## src/rtl/nexys_starship_dispatch_if.sv

```systemverilog
// Bundle between button/terminal logic and the monster dispatch block.
// master drives requests and terminal flags; slave is the dispatcher.
interface nexys_starship_dispatch_if #(
  parameter int SCORE_W = 8
);
  logic               start;
  logic [3:0]         monster;
  logic [3:0]         gameover_in;
  logic               play_flag;
  logic               gameover_ctrl;
  logic [3:0]         rand_out;
  logic [SCORE_W-1:0] score;
  logic               q_Idle;
  logic               q_Play;
  logic               q_Over;

  modport master (
    output start,
    output monster,
    output gameover_in,
    input  play_flag,
    input  gameover_ctrl,
    input  rand_out,
    input  score,
    input  q_Idle,
    input  q_Play,
    input  q_Over
  );

  modport slave (
    input  start,
    input  monster,
    input  gameover_in,
    output play_flag,
    output gameover_ctrl,
    output rand_out,
    output score,
    output q_Idle,
    output q_Play,
    output q_Over
  );
endinterface

```

## src/rtl/nexys_starship_dispatch.sv

```systemverilog
// Game-side dispatcher: play/gameover control, random spawns
// for the four monster terminals and a saturating kill score.
module nexys_starship_dispatch #(
  parameter logic [15:0] LFSR_SEED   = 16'hACE1,
  parameter logic [7:0]  RAND_THRESH = 8'd64,
  parameter int          MAX_ACTIVE  = 2,
  parameter int          SCORE_W     = 8
) (
  input logic                     timer_clk,
  input logic                     Reset,
  nexys_starship_dispatch_if.slave bus
);

  localparam logic [15:0] SEED =
    (LFSR_SEED == 16'h0000) ? 16'h0001 : LFSR_SEED;
  localparam logic [15:0] MASK  = 16'hB400;
  localparam logic [2:0]  MAX_A = 3'(MAX_ACTIVE);
  localparam int          SW    = SCORE_W + 3;
  localparam logic [SCORE_W-1:0] SCORE_MAX = '1;

  typedef enum logic [1:0] {
    IDLE = 2'b00,
    PLAY = 2'b01,
    OVER = 2'b10
  } state_t;

  state_t state;
  state_t state_nxt;

  logic               start_m;
  logic               start_s;
  logic [3:0]         mon_m;
  logic [3:0]         mon_s;
  logic [3:0]         go_m;
  logic [3:0]         go_s;
  logic [3:0]         prev_mon;
  logic [15:0]        lfsr;

  logic               play_q;
  logic               play_nxt;
  logic               over_q;
  logic               over_nxt;
  logic [3:0]         rand_q;
  logic [3:0]         rand_nxt;
  logic [SCORE_W-1:0] score_q;
  logic [SCORE_W-1:0] score_nxt;

  logic               st_idle;
  logic               st_play;
  logic               st_over;
  logic [1:0]         idx;
  logic               spawn_ok;
  logic [3:0]         spawn_vec;
  logic [2:0]         kills;
  logic [SW-1:0]      sum;
  logic [SCORE_W-1:0] score_sat;

  function automatic logic [2:0] pop4(input logic [3:0] v);
    pop4 = 3'(v[0]) + 3'(v[1]) + 3'(v[2]) + 3'(v[3]);
  endfunction

  always_ff @(posedge timer_clk or posedge Reset) begin
    if (Reset) begin
      start_m  <= 1'b0;
      start_s  <= 1'b0;
      mon_m    <= '0;
      mon_s    <= '0;
      go_m     <= '0;
      go_s     <= '0;
      prev_mon <= '0;
    end else begin
      start_m  <= bus.start;
      start_s  <= start_m;
      mon_m    <= bus.monster;
      mon_s    <= mon_m;
      go_m     <= bus.gameover_in;
      go_s     <= go_m;
      prev_mon <= mon_s;
    end
  end

  // Galois form; a nonzero seed can never collapse to zero
  always_ff @(posedge timer_clk or posedge Reset) begin
    if (Reset) begin
      lfsr <= SEED;
    end else if (lfsr[0]) begin
      lfsr <= (lfsr >> 1) ^ MASK;
    end else begin
      lfsr <= lfsr >> 1;
    end
  end

  assign idx       = lfsr[1:0];
  assign spawn_ok  = (lfsr[9:2] < RAND_THRESH)
                   && !mon_s[idx]
                   && (pop4(mon_s) < MAX_A);
  assign spawn_vec = spawn_ok ? (4'b0001 << idx) : 4'b0000;

  assign kills     = pop4(prev_mon & ~mon_s);
  assign sum       = SW'(score_q) + SW'(kills);
  assign score_sat = (sum > SW'(SCORE_MAX))
                   ? SCORE_MAX : sum[SCORE_W-1:0];

  assign st_idle = (state == IDLE);
  assign st_play = (state == PLAY);
  assign st_over = (state == OVER);

  // an unlisted encoding falls to default and lands in IDLE
  always_comb begin
    state_nxt = IDLE;
    play_nxt  = 1'b0;
    over_nxt  = 1'b0;
    rand_nxt  = '0;
    score_nxt = score_q;
    unique case (1'b1)
      st_idle: begin
        if (start_s) begin
          state_nxt = PLAY;
          play_nxt  = 1'b1;
          score_nxt = '0;
        end
      end
      st_play: begin
        if (|go_s) begin
          state_nxt = OVER;
          over_nxt  = 1'b1;
        end else begin
          state_nxt = PLAY;
          play_nxt  = 1'b1;
          rand_nxt  = spawn_vec;
          score_nxt = score_sat;
        end
      end
      st_over: begin
        if (start_s) begin
          state_nxt = OVER;
          over_nxt  = 1'b1;
        end
      end
      default: begin
      end
    endcase
  end

  always_ff @(posedge timer_clk or posedge Reset) begin
    if (Reset) begin
      state   <= IDLE;
      play_q  <= 1'b0;
      over_q  <= 1'b0;
      rand_q  <= '0;
      score_q <= '0;
    end else begin
      state   <= state_nxt;
      play_q  <= play_nxt;
      over_q  <= over_nxt;
      rand_q  <= rand_nxt;
      score_q <= score_nxt;
    end
  end

  assign bus.play_flag     = play_q;
  assign bus.gameover_ctrl = over_q;
  assign bus.rand_out      = rand_q;
  assign bus.score         = score_q;
  assign bus.q_Play        = st_play;
  assign bus.q_Over        = st_over;
  assign bus.q_Idle        = ~(st_play | st_over);

endmodule

```

## src/flat_wrapper.sv

```systemverilog
// flat-port wrapper written by rule: the top's interface ports become plain ports
module nexys_starship_dispatch_flat 
#(
  parameter logic [15:0] LFSR_SEED   = 16'hACE1,
  parameter logic [7:0]  RAND_THRESH = 8'd64,
  parameter int          MAX_ACTIVE  = 2,
  parameter int          SCORE_W     = 8
)
  (timer_clk, Reset, bus_start, bus_monster, bus_gameover_in, bus_play_flag, bus_gameover_ctrl, bus_rand_out, bus_score, bus_q_Idle, bus_q_Play, bus_q_Over);
  nexys_starship_dispatch_if #(.SCORE_W(SCORE_W)) bus_i ();
  input logic timer_clk;
  input logic Reset;
  input wire logic [$bits(bus_i.start)-1:0] bus_start;
  input wire logic [$bits(bus_i.monster)-1:0] bus_monster;
  input wire logic [$bits(bus_i.gameover_in)-1:0] bus_gameover_in;
  output wire logic [$bits(bus_i.play_flag)-1:0] bus_play_flag;
  output wire logic [$bits(bus_i.gameover_ctrl)-1:0] bus_gameover_ctrl;
  output wire logic [$bits(bus_i.rand_out)-1:0] bus_rand_out;
  output wire logic [$bits(bus_i.score)-1:0] bus_score;
  output wire logic [$bits(bus_i.q_Idle)-1:0] bus_q_Idle;
  output wire logic [$bits(bus_i.q_Play)-1:0] bus_q_Play;
  output wire logic [$bits(bus_i.q_Over)-1:0] bus_q_Over;
  assign bus_i.start = bus_start;
  assign bus_i.monster = bus_monster;
  assign bus_i.gameover_in = bus_gameover_in;
  assign bus_play_flag = bus_i.play_flag;
  assign bus_gameover_ctrl = bus_i.gameover_ctrl;
  assign bus_rand_out = bus_i.rand_out;
  assign bus_score = bus_i.score;
  assign bus_q_Idle = bus_i.q_Idle;
  assign bus_q_Play = bus_i.q_Play;
  assign bus_q_Over = bus_i.q_Over;
  nexys_starship_dispatch #(.LFSR_SEED(LFSR_SEED), .RAND_THRESH(RAND_THRESH), .MAX_ACTIVE(MAX_ACTIVE), .SCORE_W(SCORE_W)) u_core (.timer_clk(timer_clk), .Reset(Reset), .bus(bus_i));
endmodule
```

## config.mk

```make
export PLATFORM = sky130hd
export DESIGN_NAME = nexys_starship_dispatch_flat
export DESIGN_NICKNAME = d
export VERILOG_FILES = /design/src/rtl/nexys_starship_dispatch_if.sv /design/src/rtl/nexys_starship_dispatch.sv /design/src/flat_wrapper.sv
export SDC_FILE = /design/constraint.sdc
export NUM_CORES = 1
export LEC_CHECK = 0
export BUFFER_PORTS_ARGS = -buffer_cell sky130_fd_sc_hd__buf_2
export CAP_MARGIN = 5
export CELL_PAD_IN_SITES_DETAIL_PLACEMENT = 1
export CELL_PAD_IN_SITES_GLOBAL_PLACEMENT = 1
export CORE_ASPECT_RATIO = 0.8
export CORE_MARGIN = 2
export CORE_UTILIZATION = 49
export DETAILED_ROUTE_END_ITERATION = 8
export PLACE_DENSITY = 0.83
export SLEW_MARGIN = 40
export SYNTH_ARGS = -nofsm -noshare
export SYNTH_HDL_FRONTEND = slang
export SYNTH_SLANG_ARGS = --single-unit
```

## constraint.sdc

```tcl
create_clock -name timer_clk -period 8.3 [get_ports timer_clk]
set_clock_uncertainty 0.05 [all_clocks]
set_input_delay 1.66 -clock timer_clk [delete_from_list [all_inputs] [get_ports timer_clk]]
set_output_delay 1.66 -clock timer_clk [all_outputs]
set_load 0.005 [all_outputs]
```

======== Yosys cells after proc, flatten, opt, wreduce, memory -nomap -nowiden ========
Index checks and enable logic that the tools add are counted.
cells by class
  shift-type cells ........................ 1
  bitwise logic cells ..................... 5
  add/subtract/negate cells ............... 7
  order comparisons ....................... 4
  equality and inequality tests ........... 4
  reductions and logical operators ........ 7
  muxes and demuxes ....................... 19
operator list
  cell                                                            count
  2-to-1 mux 8 bit                                                3
  2-to-1 mux 16 bit                                               1
  case mux 8 bit (2 select lines)                                 1
  adder 3 x 1 -> 3 bit                                            4
  2-to-1 mux 4 bit                                                3
  greater-than comparator 11 x 8 -> 1 bit, second input constant  1
  adder 8 x 3 -> 9 bit                                            1
  less-than comparator 8 x 7 -> 1 bit, second input constant      1
  case mux 2 bit (3 select lines)                                 1
  2-to-1 mux 1 bit                                                5
  adder 1 x 1 -> 2 bit                                            2
  AND 4 bit                                                       1
  2-to-1 mux 2 bit                                                2
  inverter 3 -> 4 bit                                             1
  inverter 4 bit                                                  1
  case mux 1 bit (2 select lines)                                 2
  OR reduction 4 bit                                              1
  << shifter 1 x 2 -> 4 bit, first input constant                 1
  less-than comparator 2 x 3 -> 1 bit, second input constant      1
  less-than comparator 3 x 2 -> 1 bit, second input constant      1
  AND reduction 3 bit                                             1
  binary-select mux 1 bit (select 2 bit)                          1
  == test 2 x 1 -> 1 bit, second input constant                   1
  == test 2 bit, second input constant                            1
  8 further kinds                                                 9
storage, ports and cells
  register bits ........................... 54
  output and inout port bits .............. 17
  word-level logic and storage cells ...... 60
  input bits .............................. 11

======== Longest topological paths before layout ========
Gate-level depths: netlist of run 1.
  depth after elaboration ................. 10
  gate-level depth with buffers ........... 10
  depth with buffers taken out ............ 10

======== Worst setup path before layout of run 1 ========
No wires, ideal clock.
  path kind ............................... reg-to-reg
  start point ............................. reg u_core.prev_mon[0]
  end point ............................... reg u_core.score_q[4], in the netlist u_core.bus.score[4]
  clock period less this slack ............ 2.796 ns
  required time ........................... 8.129 ns
  setup time .............................. 0.121 ns
  stages on the path, launching flop included .. 11
  setup slack ............................. 5.504 ns
  data arrival time ....................... 2.625 ns
  path buffers ............................ 0
  path through ............................ dfrtp_1 > nor2b_1 > ha_1 > fa_1 > ha_1 > inv_1 > fa_1 > nor2b_1 > o21ai_0 > a31o_1 > a22o_2
on the way
  cells in the longest elaborated chain, start to end .. 9
RTL lines
  element                                  RTL line                        source
  start, declared                          nexys_starship_dispatch.sv:36   logic [3:0] prev_mon;
  start signal, assigned                   nexys_starship_dispatch.sv:78   prev_mon <= mon_s;
  AND 4 bit *                              nexys_starship_dispatch.sv:99   assign kills = pop4(prev_mon & ~mon_s);
  adder 1 x 1 -> 2 bit *                   nexys_starship_dispatch.sv:59   pop4 = 3'(v[0]) + 3'(v[1]) + 3'(v[2]) + 3'(v[3]);
  adder 3 x 1 -> 3 bit * (2 in a row)      nexys_starship_dispatch.sv:59
  adder 8 x 3 -> 9 bit *                   nexys_starship_dispatch.sv:100  assign sum = SW'(score_q) + SW'(kills);
  greater-than comparator 11 x 8 -> 1 bit  nexys_starship_dispatch.sv:101  assign score_sat = (sum > SW'(SCORE_MAX))
  2-to-1 mux 8 bit *                       nexys_starship_dispatch.sv:102  ? SCORE_MAX : sum[SCORE_W-1:0];
  2-to-1 mux 8 bit *                       nexys_starship_dispatch.sv:124  if (|go_s) begin
  case mux 8 bit (2 select lines) *        nexys_starship_dispatch.sv:115  unique case (1'b1)
  end signal, assigned                     nexys_starship_dispatch.sv:157  score_q <= score_nxt;
  end, declared                            nexys_starship_dispatch.sv:45   logic [SCORE_W-1:0] score_q;
Mark *: on every way between the ends. The rest lies on a longest branch, timed or not. The select of a mux whose other input is x is not followed.
A chain may end at the register's enable or synchronous reset.

======== Final worst setup path of run 1 ========
  start point ............................. reg u_core.mon_s[1]
  end point ............................... reg u_core.score_q[4], in the netlist u_core.bus.score[4]
on the way
  cells in the longest elaborated chain, start to end .. 10
RTL lines
  element                                  RTL line                        source
  start, declared                          nexys_starship_dispatch.sv:33   logic [3:0] mon_s;
  start signal, assigned                   nexys_starship_dispatch.sv:75   mon_s <= mon_m;
  inverter 4 bit *                         nexys_starship_dispatch.sv:99
  AND 4 bit *                              nexys_starship_dispatch.sv:99
  adder 1 x 1 -> 2 bit *                   nexys_starship_dispatch.sv:59
  adder 3 x 1 -> 3 bit * (2 in a row)      nexys_starship_dispatch.sv:59
  adder 8 x 3 -> 9 bit *                   nexys_starship_dispatch.sv:100
  greater-than comparator 11 x 8 -> 1 bit  nexys_starship_dispatch.sv:101
  2-to-1 mux 8 bit *                       nexys_starship_dispatch.sv:102
  2-to-1 mux 8 bit *                       nexys_starship_dispatch.sv:124
  case mux 8 bit (2 select lines) *        nexys_starship_dispatch.sv:115
Marked as above.

==> impl_metrics.py, run 1 <==
metrics = {
    "timing": {
        "report.final.setup_viol": 0,
        "setup_repair_after_global_routing_missed_its_margin": "no",
        "report.final.slew_viol_count": 0,
        "timing.hold.ws_ps": 306.1,
        "final.period_utilization_pct": 37.29,
        "worstMarginPinSlew_ps": 633.4,
        "max_clock_freq_mhz": 323.1,
        "relSlewSlack_pct": 57.77,
        "setup_tns_ps": 0,
        "min_period_ps": 3095,
        "hold_viol": 0,
    },
    "layout": {
        "final_util_pct": 60.32,
        "layout-drive-gt1-share_pct": 29.65,
        "nets": 195,
        "ff_latch_area_mm2": 0.001361,
        "num-fill-cells": 402,
        "ant_diodes": 0,
        "synth_to_final_area_change_pct": 15.98,
        "multi_input_comb_area_um2": 601.8,
    },
    "logic_synthesis": {
        "synthArstFlopShare_pct": 100.0,
        "synth_area_mm2": 0.002004,
        "ys_seq_area_share_pct": 67.92,
        "postSynthRegisterBits": 54,
        "netlist.area_leader.share_pct": 57.43,
        "synthesis.instances": 139,
        "synth_area_leaders": "sky130_fd_sc_hd__dfrtp_1 57%, sky130_fd_sc_hd__dfstp_2 10%, sky130_fd_sc_hd__ha_1 6.9%, sky130_fd_sc_hd__fa_1 2.0%, sky130_fd_sc_hd__nor2b_1 1.9%",
        "syn_nets": 163,
        "dominantRegCellSynth": "sky130_fd_sc_hd__dfrtp_1",
        "synth-edff-count": 0,
        "yosysWarnings": 0,
        "dominant_cell_by_count_in_the_synthesized_netlist": "sky130_fd_sc_hd__dfrtp_1",
        "synth_largest_area_cell": "sky130_fd_sc_hd__dfrtp_1",
        "synth_common_cells": "46 x sky130_fd_sc_hd__dfrtp_1, 11 x sky130_fd_sc_hd__ha_1, 9 x sky130_fd_sc_hd__inv_1, 8 x sky130_fd_sc_hd__dfstp_2",
        "post_synth_num_cell_types": 38,
        "post_synth.cell_area_avg_um2": 14.42,
    },
    "clock_network": {
        "cts-resized-gates": 0,
        "htreeDepth": 2,
        "tritoncts_num_sinks": 54,
        "cts_made_buffers": 5,
        "clkSlewWorstSetupHoldPaths_ps": 100,
        "tritoncts": "done",
        "holdBufCountCts": 0,
        "clock_tree.root_cell": "sky130_fd_sc_hd__clkbuf_8",
        "cts_setup_buffers": 0,
        "maximum_buffer_depth_of_the_clock_tree": 2,
        "clkLatencyLatePin_ps": 300,
    },
    "power_and_ir_drop": {
        "power_density_mw_per_mm2": 237.7,
        "ir_drop_mv": 0.1234,
        "p_leak_nw": 1.150,
    },
    "worst_setup_path": {
        "crit_path_cell_trace": "nor2b_1, ha_1, fa_1, ha_1, inv_1, fa_1, nor2b_1, o21ai_0, a31o_1, a22o_2",
        "worst-endpoint-arrival_ps": 3240,
        "path_buf_inv": 1,
        "cp-start-kind": "register",
        "cpMaxStageDelayCell": "sky130_fd_sc_hd__dfrtp_1",
        "path_class": "register to register",
        "worstReg2RegEnd": "u_core.bus.score[4]",
        "critPathMaxStageDelay_ps": 440,
        "cpLargestDelayFamily": "adder cells",
        "worst-path-max-fanout": 5,
        "timing.critical_path.to_type": "register",
        "timing.critical_path.to": "u_core.bus.score[4]",
        "cp.depth": 10,
        "r2r_cells": 10,
        "r2r_start": "u_core.mon_s[1]",
        "r2r_setup_slack_ps": 5200,
        "crit_path_start": "u_core.mon_s[1]",
        "worst-endpoint-required_ps": 8450,
    },
    "routing": {
        "router_iterations_before_antenna_repair": 4,
        "drt_wl_total_um": 3663,
        "iteration_0_drc_count_of_the_detailed_router": 55,
        "detail_route.vias_per_cell": 5.233,
        "ant_nets": 0,
        "drcViolationCount": 0,
        "number_of_vias_after_detailed_routing": 1188,
        "wl_per_cell_um": 16.14,
    },
    "placed_design": {
        "portBuffers": 27,
        "gp_routability_congestion": 0.7933,
        "post-dp-hpwl_um": 2623,
    },
    "floorplanning": {
        "die-width_um": 75.51,
        "core.rowCount": 20,
        "floorplan.initialDensity_pct": 52.01,
        "fp.dieH_um": 61.21,
        "number_of_top_level_pins": 28,
        "placeableCoreArea_mm2": 0.003854,
        "die_area_mm2": 0.004621,
    },
    "grt": {
        "grtUsageTotal_pct": 17.82,
        "first_global_vias": 1202,
        "grt_antenna_before_repair": 0,
        "grt_pass1_wl_um": 5837,
        "grt_max_degree": 55,
        "grt.overflow.total": 0,
    },
    "run": {
        "cap_viol_max_count": 0,
    },
    "run_status": {
        "run_status": "complete, no violations",
    },
    "hold_path": {
        "hold_path.class": "register to register",
    },
}
placed cells by master, fill, tap and decap left out, types with 3 or more instances in the layout:
cell type / Yosys / final
sky130_fd_sc_hd__dfrtp_1: 46 / 46
sky130_fd_sc_hd__buf_2: 0 / 27
sky130_fd_sc_hd__ha_1: 11 / 11
sky130_fd_sc_hd__inv_1: 9 / 8
sky130_fd_sc_hd__dfstp_2: 8 / 8
sky130_fd_sc_hd__nor2b_1: 6 / 6
sky130_fd_sc_hd__nand2_1: 6 / 6
sky130_fd_sc_hd__clkbuf_8: 0 / 6
sky130_fd_sc_hd__o21ai_0: 5 / 5
sky130_fd_sc_hd__a21oi_1: 4 / 4
sky130_fd_sc_hd__nor2_1: 4 / 4
sky130_fd_sc_hd__xor2_1: 3 / 3
sky130_fd_sc_hd__a22o_1: 3 / 3
sequential cells by signal (all words and copies together) (netlist names), 2 cells and up:
| signal | cells |
|---|---|
| u_core.prev_mon | 4 |
| u_core.bus.rand_out | 4 |
| u_core.mon_s | 4 |
| u_core.state | 2 |
| u_core.bus.score | 8 |
| u_core.mon_m | 4 |
| u_core.go_m | 4 |
| u_core.lfsr | 16 |
| u_core.go_s | 4 |
final cells by class:
cell class	count	area share (%)
Sequential cell	54	58.56
Multi-Input combinational cell	74	25.89
Timing Repair Buffer	27	5.813
Clock buffer	6	3.552
Tap cell	55	2.960
Clock inverter	2	1.668
Inverter	9	1.561
cells by family after synthesis:
| family | count (synthesis) | synth area share, % |
|---|---|---|
| flops | 54 | 67.91 |
| fa+ha+maj | 13 | 8.864 |
| simple gates | 28 | 8.490 |
| buf+inv | 11 | 2.060 |
| compound gates | 29 | 10.86 |
| xor+xnor | 3 | 1.311 |
| mux | 1 | 0.4994 |
worst min-delay path by stage:
| stage | start | to | slack, ps | cells after the start |
|---|---|---|---|---|
| 6_report | u_core.go_m[3] | u_core.go_s[3] | 310 | 0 |
| 2_1_floorplan | u_core.go_m[0] | u_core.go_s[0] | 280 | 0 |
| 4_1_cts | u_core.go_m[3] | u_core.go_s[3] | 310 | 0 |
| 3_3_place_gp | u_core.go_m[0] | u_core.go_s[0] | 280 | 0 |
| 3_5_place_dp | u_core.go_m[3] | u_core.go_s[3] | 290 | 0 |
| 5_1_grt | u_core.lfsr[2] | u_core.lfsr[1] | 320 | 0 |
worst register-to-register path: cells and delay by family (launching register included):
family | cells | cell delay [ps]
simple gates | 2 | 430
flops | 1 | 440
fa+ha+maj | 4 | 1390
buf+inv | 1 | 70
compound gates | 3 | 610
power breakdown:
part	internal, W	switching (W)
logic	0.0000344	0.0000500
clock network	0.0000993	0.0000846
registers	0.000277	0.00000774
total	0.000410	0.000142
stage by stage:
| stage | area [µm²] | cells | worst slack, ps | total power [W] |
|---|---|---|---|---|
| after floorplan | 2004 | 139 | 5289 | 0.0003435 |
| after global placement | 2201 | 219 | 5408 | 0.0003669 |
| after detailed placement | 2203 | 219 | 5235 | 0.0003756 |
| after CTS | 2325 | 227 | 5186 | 0.0005600 |
| after global routing | 2325 | 227 | 5061 | 0.0005805 |
| final | 2325 | 227 | 5205 | 0.0005525 |
routing by layer:
layer / global-route usage (%) / part of all wire [%] / up-vias
li1: - / - / 552
met1: 23.90 / 47 / 612
met2: 28.45 / 49 / 22
met3: 6.056 / 3.8 / 2
met4: 4.511 / 0.52 / 0
met5: 0 / 0 / -
No activity file was read; power rests on OpenSTA's default activity.
==> run 2, diff against run 1 <==
--- a/config.mk
+++ b/config.mk
@@ -11,9 +11,9 @@
 export CELL_PAD_IN_SITES_GLOBAL_PLACEMENT = 1
 export CORE_ASPECT_RATIO = 0.8
 export CORE_MARGIN = 2
-export CORE_UTILIZATION = 49
+export CORE_UTILIZATION = 46
 export DETAILED_ROUTE_END_ITERATION = 8
-export PLACE_DENSITY = 0.83
+export PLACE_DENSITY = 0.79
 export SLEW_MARGIN = 40
 export SYNTH_ARGS = -nofsm -noshare
 export SYNTH_HDL_FRONTEND = slang
==> constraint.sdc (replaced) <==
create_clock -name timer_clk -period 3.1 [get_ports timer_clk]
set_clock_uncertainty 0.05 [all_clocks]
set_input_delay 0.62 -clock timer_clk [delete_from_list [all_inputs] [get_ports timer_clk]]
set_output_delay 0.62 -clock timer_clk [all_outputs]
set_load 0.005 [all_outputs]
==> run 2 against run 1 <==
Critical path type unchanged. Non-clock buffer count rose by 2. Setup slack got worse by 5100 ps. Utilization fell by 4.7 points. Fmax rose by 3.1%.
==> impl_metrics.py, run 2 (synthesized netlist as in run 1, its figures left out) <==
metrics = {
    "clock_network": {
        "htreeDepth": 2,
        "clkLatencyLatePin_ps": 310,
        "maximum_buffer_depth_of_the_clock_tree": 2,
        "cts_made_buffers": 5,
        "clkSlewWorstSetupHoldPaths_ps": 90,
        "tritoncts_num_sinks": 54,
        "tritoncts": "done",
        "clock_tree.root_cell": "sky130_fd_sc_hd__clkbuf_8",
    },
    "worst_setup_path": {
        "path_class": "register to register",
        "timing.critical_path.to_type": "register",
        "worst-endpoint-required_ps": 3300,
        "cp.depth": 11,
        "r2r_setup_slack_ps": 100,
        "r2r_start": "u_core.prev_mon[0]",
        "cpMaxStageDelayCell": "sky130_fd_sc_hd__fa_1",
        "timing.critical_path.to": "u_core.bus.score[2]",
        "path_buf_inv": 2,
        "worst-path-max-fanout": 5,
        "crit_path_start": "u_core.prev_mon[0]",
        "worstReg2RegEnd": "u_core.bus.score[2]",
        "crit_path_cell_trace": "nor2b_1, ha_1, fa_1, ha_1, inv_1, fa_1, nor2b_4, o211ai_1, buf_4, o21ai_0, a22o_1",
        "r2r_cells": 11,
        "worst-endpoint-arrival_ps": 3200,
        "cp-start-kind": "register",
        "cpLargestDelayFamily": "adder cells",
        "critPathMaxStageDelay_ps": 540,
    },
    "timing": {
        "relSlewSlack_pct": 64.15,
        "max_clock_freq_mhz": 333.3,
        "report.final.slew_viol_count": 0,
        "worstMarginPinSlew_ps": 532.8,
        "timing.hold.ws_ps": 232.9,
        "setup_tns_ps": 0,
        "final.period_utilization_pct": 96.80,
        "min_period_ps": 3001,
        "setup_repair_after_global_routing_missed_its_margin": "yes",
        "report.final.setup_viol": 0,
        "layout_setup_ws_ps": 99.28,
        "hold_viol": 0,
    },
    "layout": {
        "num-fill-cells": 419,
        "layout.cells.most_common_list": "46 x sky130_fd_sc_hd__dfrtp_1, 27 x sky130_fd_sc_hd__buf_2, 11 x sky130_fd_sc_hd__ha_1",
        "post-route-cell-area_mm2": 0.002325,
        "synth_to_final_area_change_pct": 15.98,
        "final_util_pct": 55.65,
        "max_ffs_per_register": 16,
        "ant_diodes": 0,
        "final_common_cell": "sky130_fd_sc_hd__dfrtp_1",
        "regMostFlops": "u_core.lfsr",
        "layout-drive-gt1-share_pct": 31.61,
        "nets": 197,
    },
    "placed_design": {
        "post-dp-hpwl_um": 2749,
        "portBuffers": 27,
        "pre_cts_slack_ps": 71.86,
        "gp_routability_congestion": 0.7727,
        "placedInstanceArea_mm2": 0.002211,
    },
    "power_and_ir_drop": {
        "power_switching_w": 0.0003758,
        "clkPwrFrac_pct": 27.7,
        "ir_drop_mv": 0.3222,
        "pwr-share-seq_pct": 55.6,
        "sw_frac_of_total_pct": 27.42,
        "p_leak_nw": 1.144,
        "internal_power_w": 0.0009950,
        "combPwrFrac_pct": 16.7,
        "power_density_mw_per_mm2": 589.7,
    },
    "floorplanning": {
        "die-width_um": 77.80,
        "floorplan.initialDensity_pct": 47.98,
        "die_area_mm2": 0.004905,
        "core.rowCount": 21,
        "fp.dieH_um": 63.04,
        "placeableCoreArea_mm2": 0.004178,
        "number_of_top_level_pins": 28,
    },
    "grt": {
        "grt_pass1_wl_um": 6361,
        "grt_antenna_before_repair": 0,
        "grt_max_degree": 37,
        "grt.overflow.total": 0,
        "first_global_vias": 1350,
        "grtUsageTotal_pct": 17.48,
    },
    "hold_path": {
        "hold_path.class": "input pin to async pin",
    },
    "run": {
        "cap_viol_max_count": 0,
    },
    "routing": {
        "drcViolationCount": 0,
        "ant_nets": 0,
        "wl_per_cell_um": 16.27,
        "iteration_0_drc_count_of_the_detailed_router": 75,
        "number_of_vias_after_detailed_routing": 1208,
        "router_iterations_before_antenna_repair": 4,
        "detail_route.vias_per_cell": 5.229,
        "drt_wl_total_um": 3758,
    },
    "run_status": {
        "run_status": "complete, no violations",
    },
}
==> run 2: cell count changes in the layout (fill, tap and decap cells not counted), sizes merged <==
cell    delta
buf        +2
bufinv     -1
clkinv     +1
==> run 2: area by class of cell <==
cell class / count / area (µm²) / area share (%)
Sequential cell: 54 / 1361 / 58.56
Multi-Input combinational cell: 74 / 621.8 / 26.75
Timing Repair Buffer: 29 / 150.1 / 6.459
Clock buffer: 6 / 72.57 / 3.122
Tap cell: 57 / 71.32 / 3.068
Inverter: 9 / 33.78 / 1.453
Clock inverter: 2 / 13.76 / 0.5920
==> run 2: through the flow <==
| stage | power [W] | cells |
|---|---|---|
| after floorplan | 0.0009196 | 139 |
| after global placement | 0.0009828 | 222 |
| after detailed placement | 0.001008 | 222 |
| after CTS | 0.001388 | 230 |
| after global routing | 0.001455 | 231 |
| final | 0.001371 | 231 |
==> run 2: routing by layer <==
layer | global-route usage [%] | routed length (µm) | up-vias
li1 | - | - | 551
met1 | 20.62 | 1625 | 631
met2 | 29.31 | 1910 | 24
met3 | 6.647 | 193 | 2
met4 | 6.027 | 29 | 0
met5 | 0 | 0 | -
==> run 2: worst min-delay path by stage <==
stage	to	slack, ps	cells after the start
final	u_core.state[1]	230	2
after floorplan	u_core.go_s[0]	280	0
after detailed placement	u_core.mon_s[1]	290	0
after CTS	u_core.start_s	230	2
after global routing	u_core.start_m	240	2
after global placement	u_core.mon_s[3]	280	0
==> run 2: what timing repair did <==
action / in CTS / in global routing
endpoints found under the setup margin: 0 / 8
hold buffers: 0 / 0
setup buffers: 0 / 1
resized for setup: 0 / 4
endpoints found under the hold margin: 0 / 0
==> run 2: power by group through the flow <==
stage / registers (W) / logic, W / clock network (W)
after floorplan: 0.000771 / 0.000149 / 0
after global placement: 0.000771 / 0.000212 / 0
after detailed placement: 0.000776 / 0.000232 / 0
after CTS: 0.000763 / 0.000232 / 0.000392
after global routing: 0.000768 / 0.000260 / 0.000428
final: 0.000762 / 0.000230 / 0.000379
==> run 3, diff against run 2 <==
--- a/config.mk
+++ b/config.mk
@@ -5,15 +5,16 @@
 export SDC_FILE = /design/constraint.sdc
 export NUM_CORES = 1
 export LEC_CHECK = 0
+export ABC_AREA = 1
 export BUFFER_PORTS_ARGS = -buffer_cell sky130_fd_sc_hd__buf_2
 export CAP_MARGIN = 5
 export CELL_PAD_IN_SITES_DETAIL_PLACEMENT = 1
 export CELL_PAD_IN_SITES_GLOBAL_PLACEMENT = 1
 export CORE_ASPECT_RATIO = 0.8
 export CORE_MARGIN = 2
-export CORE_UTILIZATION = 46
+export CORE_UTILIZATION = 44
 export DETAILED_ROUTE_END_ITERATION = 8
-export PLACE_DENSITY = 0.79
+export PLACE_DENSITY = 0.78
 export SLEW_MARGIN = 40
 export SYNTH_ARGS = -nofsm -noshare
 export SYNTH_HDL_FRONTEND = slang
==> run 3 against run 2 <==
Global-route usage down 0.76 points. Area after synthesis up 4.9%. Fmax up 8.4%. Cell area up 4.5%. First-iteration DRC count down 32%. Synthesized cell count up 39%. Largest power group unchanged. Highest routed layer unchanged.
==> impl_metrics.py, run 3 <==
metrics = {
    "timing": {
        "report.final.slew_viol_count": 0,
        "hold_viol": 0,
        "setup_repair_after_global_routing_missed_its_margin": "no",
        "max_clock_freq_mhz": 361.4,
        "worstMarginPinSlew_ps": 649.9,
        "relSlewSlack_pct": 56.67,
        "setup_tns_ps": 0,
        "min_period_ps": 2767,
        "final.period_utilization_pct": 89.27,
        "report.final.setup_viol": 0,
        "layout_setup_ws_ps": 332.7,
    },
    "grt": {
        "grt_pass1_wl_um": 6561,
        "grtUsageTotal_pct": 16.72,
        "first_global_vias": 1429,
        "grt_antenna_before_repair": 0,
        "use_met2_pct": 25.10,
        "grt_max_degree": 55,
        "grt_use_met3_pct": 4.372,
        "grt_util_met1_pct": 23.03,
        "grt.overflow.total": 0,
        "grt-busiest-layer": "met2",
    },
    "floorplanning": {
        "floorplan.initialDensity_pct": 45.73,
        "placeableCoreArea_mm2": 0.004597,
        "number_of_top_level_pins": 28,
        "fp.dieH_um": 65.82,
        "die_area_mm2": 0.005350,
        "die-width_um": 81.28,
        "core.rowCount": 22,
    },
    "worst_setup_path": {
        "path_class": "register to register",
        "worst-endpoint-required_ps": 3300,
        "timing.critical_path.to_type": "register",
        "r2r_setup_slack_ps": 330,
        "worst-endpoint-arrival_ps": 2970,
        "cp-start-kind": "register",
        "worst-path-max-fanout": 6,
    },
    "logic_synthesis": {
        "post_synth_num_cell_types": 21,
        "synthArstFlopShare_pct": 100.0,
        "syn_nets": 217,
        "synth_area_leaders": "sky130_fd_sc_hd__dfrtp_1 55%, sky130_fd_sc_hd__dfstp_2 10%, sky130_fd_sc_hd__nand2_1 8.4%, sky130_fd_sc_hd__ha_1 6.5%, sky130_fd_sc_hd__inv_1 5.0%",
        "synth_common_cells": "47 x sky130_fd_sc_hd__nand2_1, 46 x sky130_fd_sc_hd__dfrtp_1, 28 x sky130_fd_sc_hd__inv_1, 17 x sky130_fd_sc_hd__nor2_1, 12 x sky130_fd_sc_hd__nand3_1",
        "dominant_cell_by_count_in_the_synthesized_netlist": "sky130_fd_sc_hd__nand2_1",
        "netlist.area_leader.share_pct": 54.76,
        "synthesis.instances": 193,
        "synth-edff-count": 0,
        "dominantRegCellSynth": "sky130_fd_sc_hd__dfrtp_1",
        "synth_area_mm2": 0.002102,
        "synthSimpleGateAreaFrac_pct": 16.67,
        "synth_top_family_by_area": "simple AND/OR/NAND/NOR gates",
        "post_synth.cell_area_avg_um2": 10.89,
        "ys_seq_area_share_pct": 64.76,
        "fraction_of_the_mapped_netlist_area_in_compound_gates_pct": 3.512,
        "yosysWarnings": 0,
        "post_synth_mux_area_share_pct": 0,
        "postSynthRegisterBits": 54,
        "synth_adder_area_share_pct": 8.452,
        "synth_largest_area_cell": "sky130_fd_sc_hd__dfrtp_1",
        "synth_xor_area_share_pct": 1.250,
    },
    "placed_design": {
        "portBuffers": 27,
        "post-dp-hpwl_um": 2783,
        "pre_cts_slack_ps": 340.2,
        "gp_routability_congestion": 0.7964,
    },
    "clock_network": {
        "htreeDepth": 2,
        "cts_made_buffers": 5,
        "holdBufCountCts": 0,
        "maximum_buffer_depth_of_the_clock_tree": 2,
        "clkSlewWorstSetupHoldPaths_ps": 100,
        "clock_tree.root_cell": "sky130_fd_sc_hd__clkbuf_8",
        "clkLatencyLatePin_ps": 310,
        "cts-resized-gates": 0,
        "tritoncts": "done",
        "tritoncts_num_sinks": 54,
        "cts_setup_buffers": 0,
    },
    "power_and_ir_drop": {
        "sw_frac_of_total_pct": 26.32,
        "power_switching_w": 0.0003806,
        "ir_drop_mv": 0.4142,
        "power_density_mw_per_mm2": 595.0,
        "p_leak_nw": 1.305,
        "combPwrFrac_pct": 14.1,
        "pwr-share-seq_pct": 52.6,
        "internal_power_w": 0.001065,
        "clkPwrFrac_pct": 33.3,
    },
    "layout": {
        "nets": 251,
        "ant_diodes": 0,
        "ff_latch_area_mm2": 0.001361,
        "final_common_cell": "sky130_fd_sc_hd__nand2_1",
        "synth_to_final_area_change_pct": 15.60,
        "layout.cells.most_common_list": "47 x sky130_fd_sc_hd__nand2_1, 46 x sky130_fd_sc_hd__dfrtp_1, 27 x sky130_fd_sc_hd__inv_1, 27 x sky130_fd_sc_hd__buf_2, 17 x sky130_fd_sc_hd__nor2_1",
        "regMostFlops": "u_core.lfsr",
        "num-fill-cells": 523,
        "max_ffs_per_register": 16,
        "multi_input_comb_area_um2": 628.1,
        "layout-drive-gt1-share_pct": 22.37,
    },
    "routing": {
        "router_iterations_before_antenna_repair": 4,
        "detail_route.vias_per_cell": 4.632,
        "number_of_vias_after_detailed_routing": 1334,
        "drcViolationCount": 0,
        "drt_wl_total_um": 3732,
        "wl_per_cell_um": 12.96,
        "ant_nets": 0,
        "iteration_0_drc_count_of_the_detailed_router": 51,
    },
    "run": {
        "cap_viol_max_count": 0,
    },
    "hold_path": {
        "hold_path.class": "register to register",
    },
    "run_status": {
        "run_status": "complete, no violations",
    },
}
-- run 3: cell count changes after synthesis, moves of 3 or more --
cell / delta
sky130_fd_sc_hd__nand2_1: +41
sky130_fd_sc_hd__nand3_1: +11
sky130_fd_sc_hd__inv_1: +19
sky130_fd_sc_hd__nor2b_1: -6
sky130_fd_sc_hd__a22o_1: -3
sky130_fd_sc_hd__nor2_1: +13
-- run 3: critical path, stage by stage (launching register included) --
cell	delay [ps]
sky130_fd_sc_hd__dfrtp_1	430
sky130_fd_sc_hd__nor2_1	140
sky130_fd_sc_hd__ha_1	260
sky130_fd_sc_hd__fa_1	400
sky130_fd_sc_hd__ha_1	300
sky130_fd_sc_hd__inv_1	60
sky130_fd_sc_hd__fa_1	410
sky130_fd_sc_hd__inv_1	90
sky130_fd_sc_hd__nand2_1	50
sky130_fd_sc_hd__nand2_1	100
sky130_fd_sc_hd__nand3_2	130
sky130_fd_sc_hd__o21ai_0	120
sky130_fd_sc_hd__nand2_1	90
sky130_fd_sc_hd__nand2_1	80
-- run 3: path summary, 6_finish.rpt --
kind / depth (start not counted) / startpoint / end
min in group asynchronous: 3 / Reset / u_core.go_m[1]
max in group asynchronous: 3 / Reset / u_core.bus.rand_out[2]
setup / recovery: 13 / u_core.mon_s[1] / u_core.bus.score[4]
hold / removal: 0 / u_core.mon_m[0] / u_core.mon_s[0]
setup reg to reg: 13 / u_core.mon_s[1] / u_core.bus.score[4]
hold reg to reg: 0 / u_core.mon_m[0] / u_core.mon_s[0]
-- run 3: kinds of logic (layout without fill, tap and decap cells) --
logic type	Yosys count	in the layout
flops	54	54
compound gates	12	12
fa+ha+maj	13	13
xor+xnor	3	3
buf+inv	29	64
simple gates	82	82
-- run 3: metrics by stage --
| step | util (%) | area [µm²] | cells | power, W | hold WS, ps |
|---|---|---|---|---|---|
| global placement | 50.30 | 2312 | 280 | 0.0009778 | 282.7 |
| detailed placement | 50.30 | 2312 | 280 | 0.0009850 | 286.3 |
| CTS | 52.86 | 2430 | 288 | 0.001471 | 312.6 |
| floorplan | - | 2102 | 193 | 0.0009056 | 281.2 |
| global route | 52.86 | 2430 | 288 | 0.001533 | 315.5 |
| finish | 52.86 | 2430 | 288 | 0.001446 | 311.4 |
-- run 3: layout make-up --
type,count,share of cell area (%)
Clock buffer,5,2.832
Clock inverter,3,2.008
Inverter,28,4.325
Multi-Input combinational cell,110,25.85
Sequential cell,54,56.02
Tap cell,60,3.090
Timing Repair Buffer,28,5.870
-- run 3: layer usage --
layer / vias to the layer above / part of all wire [%]
li1: 657 / -
met1: 644 / 48
met2: 29 / 45
met3: 4 / 5.4
met4: 0 / 1.4
met5: - / 0
-- run 3: power by group through the flow --
stage / Combinational (W) / Clock [W] / Sequential, W
5_1_grt: 0.000242 / 0.000526 / 0.000765
3_5_place_dp: 0.000210 / 0 / 0.000775
6_report: 0.000204 / 0.000481 / 0.000760
2_1_floorplan: 0.000135 / 0 / 0.000770
3_3_place_gp: 0.000205 / 0 / 0.000773
4_1_cts: 0.000211 / 0.000498 / 0.000762
